--- src/rtl/onehot4_monitor.sv ---
// -----------------------------------------------------------------------------
// onehot4_monitor
//
// Purpose:
//   Observes the four active-high line outputs of a 2-to-4 decoder and checks
//   that every qualified sample is one-hot. A legal sample is re-encoded to a
//   registered 2-bit index and bumps a saturating per-line hit counter. An
//   illegal sample (no line or several lines set) raises a sticky error,
//   records the offending pattern and bumps a saturating error counter.
//
// Ports:
//   clk        in   rising-edge clock
//   rst_n      in   asynchronous active-low reset
//   in_valid   in   qualifies w/x/y/z this cycle
//   w,x,y,z    in   decoder lines 0..3 (ab = 00,01,10,11)
//   clr        in   synchronous clear of counters and error state
//   rd_sel     in   selects which line counter drives rd_data
//   code_out   out  index of the last legal one-hot sample (registered)
//   code_valid out  one-cycle pulse when code_out was updated
//   err        out  sticky illegal-pattern flag
//   err_pat    out  {z,y,x,w} of the most recent illegal sample
//   err_cnt    out  saturating count of illegal samples
//   rd_data    out  hit count of line rd_sel (combinational read)
// -----------------------------------------------------------------------------
module onehot4_monitor #(
    parameter int CNT_W = 8
) (
    input  logic             clk,
    input  logic             rst_n,
    input  logic             in_valid,
    input  logic             w,
    input  logic             x,
    input  logic             y,
    input  logic             z,
    input  logic             clr,
    input  logic [1:0]       rd_sel,
    output logic [1:0]       code_out,
    output logic             code_valid,
    output logic             err,
    output logic [3:0]       err_pat,
    output logic [CNT_W-1:0] err_cnt,
    output logic [CNT_W-1:0] rd_data
);

    // Increment that sticks at all-ones instead of wrapping.
    function automatic logic [CNT_W-1:0] sat_inc(input logic [CNT_W-1:0] v);
        logic [CNT_W-1:0] r;
        if (v == {CNT_W{1'b1}}) begin
            r = v;
        end else begin
            r = v + 1'b1;
        end
        return r;
    endfunction

    // Returns {legal, index}; legal only for exactly one bit set.
    function automatic logic [2:0] onehot_decode(input logic [3:0] p);
        logic [2:0] r;
        case (p)
            4'b0001: r = 3'b100;
            4'b0010: r = 3'b101;
            4'b0100: r = 3'b110;
            4'b1000: r = 3'b111;
            default: r = 3'b000;
        endcase
        return r;
    endfunction

    logic [1:0]       code_q,     code_d;
    logic             cv_q,       cv_d;
    logic             err_q,      err_d;
    logic [3:0]       pat_q,      pat_d;
    logic [CNT_W-1:0] ecnt_q,     ecnt_d;
    logic [CNT_W-1:0] cnt_q [4];
    logic [CNT_W-1:0] cnt_d [4];

    logic [3:0] pat_in;
    logic [2:0] dec;

    assign pat_in = {z, y, x, w};
    assign dec    = onehot_decode(pat_in);

    always_comb begin
        code_d = code_q;
        cv_d   = 1'b0;
        err_d  = err_q;
        pat_d  = pat_q;
        ecnt_d = ecnt_q;
        for (int i = 0; i < 4; i++) begin
            cnt_d[i] = cnt_q[i];
        end

        // clr wins over a same-cycle sample; the sample is simply dropped.
        if (clr) begin
            err_d  = 1'b0;
            pat_d  = 4'b0000;
            ecnt_d = '0;
            for (int i = 0; i < 4; i++) begin
                cnt_d[i] = '0;
            end
        end else if (in_valid) begin
            if (dec[2]) begin
                code_d          = dec[1:0];
                cv_d            = 1'b1;
                cnt_d[dec[1:0]] = sat_inc(cnt_q[dec[1:0]]);
            end else begin
                err_d  = 1'b1;
                pat_d  = pat_in;
                ecnt_d = sat_inc(ecnt_q);
            end
        end
    end

    // Sampling edge -> registered outputs (one cycle latency)
    always_ff @(posedge clk or negedge rst_n) begin
        if (!rst_n) begin
            code_q <= 2'b00;
            cv_q   <= 1'b0;
            err_q  <= 1'b0;
            pat_q  <= 4'b0000;
            ecnt_q <= '0;
            for (int i = 0; i < 4; i++) begin
                cnt_q[i] <= '0;
            end
        end else begin
            code_q <= code_d;
            cv_q   <= cv_d;
            err_q  <= err_d;
            pat_q  <= pat_d;
            ecnt_q <= ecnt_d;
            for (int i = 0; i < 4; i++) begin
                cnt_q[i] <= cnt_d[i];
            end
        end
    end

    assign code_out   = code_q;
    assign code_valid = cv_q;
    assign err        = err_q;
    assign err_pat    = pat_q;
    assign err_cnt    = ecnt_q;
    assign rd_data    = cnt_q[rd_sel];

endmodule

--- config.mk ---
export PLATFORM = sky130hd
export DESIGN_NAME = onehot4_monitor
export DESIGN_NICKNAME = d
export VERILOG_FILES = /design/src/rtl/onehot4_monitor.sv
export SDC_FILE = /design/constraint.sdc
export NUM_CORES = 1
export LEC_CHECK = 0
export CORE_UTILIZATION = 30
export CTS_CLUSTER_SIZE = 30
export DETAILED_ROUTE_END_ITERATION = 8
export GPL_ROUTABILITY_DRIVEN = 1
export HOLD_SLACK_MARGIN = 0.12
export SLEW_MARGIN = 30
export SYNTH_ARGS = -nofsm -noshare
export SYNTH_HDL_FRONTEND = slang
export SYNTH_SLANG_ARGS = --single-unit
--- constraint.sdc ---
create_clock -name clk -period 4.6 [get_ports clk]
set_input_delay 1.38 -clock clk [delete_from_list [all_inputs] [get_ports clk]]
set_output_delay 1.38 -clock clk [all_outputs]
set_load 0.005 [all_outputs]
==> impl_results.md <==
- Worst setup EP type: primary output
- I/O pin cnt: 34
- Peak supply drop: 0.0919 mV
- Setup TNS: 0 ps
- DR pass1 iterations: 5
- Num rows: 36
- Global-route congestion overflow total: 0
- Startpoint Class: input port
- Diode count: 0
- RSZ-0062 raised after global routing: no
- DRC Markers: 0
- Core Area: 9730 um2
- Worst-Margin Slew: 1010 ps
- Reg clk slew, reported paths: 100 ps
- Post-CTS Setup Inserts: 0
- Die height: 102 um
- Cells after synthesis: 308
- Max_slew headroom: 33.0%
- Initial Util: 30.7%
- HPWL Detailed: 6.33 mm
- Register area share after synthesis: 40.2%
- Clk root buf: clkbuf_8
- Hold-fix buffer count after cts: 0
- Final period util: 95.6%
- First-pass GRT wire length: 14.4 mm
- Antenna violations before repair: 0
- Crit-path max FO: 8
- Non-Filler Instances: 486
- Clock Path Buffers: 2
- Outcome: finished, final reports clean
- Aggregate routed wire length: 8.93 mm
- GP Congestion: 1.06
- Total CTS buffers: 5
- Setup CP Type: in -> out
- Uppermost layer routed: met4
- Sink Count: 48
- Final setup vio count: 0
- Die area: 10400 um2
- Largest net degree at the start of global routing: 49
- Post-synth EDFFs: 0
- Metal-1 WL: 4.10 mm
- Ys Warns: 0
- Data arrival, critical path: 3020 ps
- Synthesized net count: 320
- Number of vias per cell: 5.73
- PortBufs: 33
- Final Slew Violations: 0
- Min cycle time layout: 4400 ps
- Power density cells: 248 nW/um2
- Pleak: 1.45 nW
- Mapped Avg Cell Area: 9.70 um2
- Via Count: 2787
- Post-Syn Area: 2990 um2
- Distinct cells, synth: 54
- Met2 WL: 4.00 mm
- Clock Skew: 8.79 ps
- Synth Flop Type: dfrtp_1
- DRT iter0 DRCs: 272
- GR Util All Layers: 18.3%
- MaxCap Viol Count: 0
- Fin. Hold Viols: 0
- P&R area growth vs syn: 23.0%
- H-Tree Depth: 2
- Wire length per cell: 18.4 um
- Worst Hold Class: reg -> reg
- Flops & latches, synth: 48
- Maximum clock rate: 227 MHz
- # resized after CTS: 0
- Async SR Flop Fraction: 100%
- Met3 wire length: 665 um
- Clk_lat worst skew: 310 ps
- Layout filler cell count: 986
- Chip width: 102 um
- Vias in the first global route: 2655
- Placed cell count: 478
- CP required: 3220 ps
- Share of layout cells above drive strength 1: 15.6%
- Nets: 364
- CTS tree: yes
- Antenna-violating nets left: 0
## layout make-up
class                      count  area (um2)  share of cell area [%]
timing repair buffer          59         536                    14.6
multi-input combinational    229        1630                    44.3
tap                          133         166                    4.53
inverter                       9        33.8                   0.919
clock buffer                   5        68.8                    1.87
clock inverter                 3        42.5                    1.16
sequential                    48        1200                    32.7
## kinds of logic (layout without fill, tap and decap cells)
| group | Yosys count | after routing | share of synthesized area (%) |
|---|---|---|---|
| adders and majority gates | 2 | 2 | 0.837 |
| buffers and inverters | 31 | 76 | 5.49 |
| muxes | 14 | 14 | 8.04 |
| DFF | 48 | 48 | 40.2 |
| xor gates and xnor gates | 3 | 3 | 0.880 |
| AOI/OAI and AO/OA | 93 | 93 | 23.2 |
| and+or+nand+nor | 117 | 117 | 21.4 |
## where the power goes
group | internal (W) | leakage (nW) | switching [W]
Combinational | 0.0000661 | 0.740 | 0.0000891
Sequential | 0.000431 | 0.659 | 0.00000813
Clock | 0.000161 | 0.0541 | 0.000156
Total | 0.000658 | 1.45 | 0.000253
## cell usage after synthesis (all sizes together), types with 3 or more instances
| cell type | number | share of area [%] |
|---|---|---|
| a211oi | 3 | 0.75 |
| a21oi | 11 | 1.8 |
| a22o | 8 | 2.3 |
| a32o | 6 | 2.0 |
| and3 | 3 | 0.63 |
| buf | 12 | 2.9 |
| clkbuf | 10 | 1.4 |
| dfrtp | 48 | 40 |
| inv | 9 | 1.1 |
| mux2i | 6 | 2.0 |
| mux4 | 8 | 6.0 |
| nand2 | 28 | 3.5 |
| nand2b | 4 | 0.84 |
| nand3 | 11 | 1.8 |
| nand4 | 7 | 1.5 |
| nor2 | 23 | 3.0 |
| nor2b | 3 | 0.63 |
| nor3b | 14 | 3.5 |
| nor4 | 4 | 0.84 |
| o211ai | 12 | 3.0 |
| o21ai | 20 | 3.4 |
| o221a | 3 | 1.1 |
| o221ai | 7 | 2.5 |
| o31ai | 9 | 2.3 |
| or3 | 6 | 1.3 |
| or4 | 4 | 1.1 |
## path summary, 6_finish.rpt
kind / start / end / slack [ps] / depth (start not counted)
min: err$_DFFE_PN0P_ / err$_DFFE_PN0P_ / 520 / 2
max reg2reg: cnt_q[17]$_DFFE_PN0P_ / cnt_q[6]$_DFFE_PN0P_ / 2090 / 10
min reg2reg: err$_DFFE_PN0P_ / err$_DFFE_PN0P_ / 520 / 2
min in group asynchronous: rst_n / err$_DFFE_PN0P_ / 1070 / 1
max: rd_sel[0] / rd_data[1] / 200 / 4
max in group asynchronous: rst_n / cnt_q[27]$_DFFE_PN0P_ / 3090 / 1
## layer usage
metal	vias up	GRT usage [%]
met2	123	28.6
met5	-	0
met3	22	3.38
met4	0	5.02
li1	1272	-
met1	1370	25.9
## placed cells by master (no fill, tap or decap), types with 9 or more instances in the layout
cell type and count:
nor2_1 22, a21oi_1 10, o21ai_0 20, inv_1 9, buf_4 26, o31ai_1 9, nand2_1 28, nand3_1 11
nor3b_1 14, dfrtp_1 48, clkdlybuf4s50_1 32, o211ai_1 12
## flip-flops by register name, indices dropped and copies added (netlist names)
name and flops:
err_cnt 8, cnt_q 32, err_pat 4, err 1, code_out 2, code_valid 1
## stage by stage
step           instance area (um2)  hold WS (ps)  util, %  setup slack, ps  total power, W
3_5_place_dp                  3560           510     36.6              199        0.000600
3_3_place_gp                  3560           499     36.6              189        0.000599
2_1_floorplan                 2990           466        -              876        0.000530
6_report                      3670           518     37.8              202        0.000911
4_1_cts                       3670           526     37.7              188        0.000917
5_1_grt                       3670           554     37.8              148        0.000956
## worst max-delay path: stages
cell             delay [ps]
clkdlybuf4s50_1         500
buf_12                  150
mux4_2                  510
clkdlybuf4s50_1         460
(Power assumes the default switching activity.)
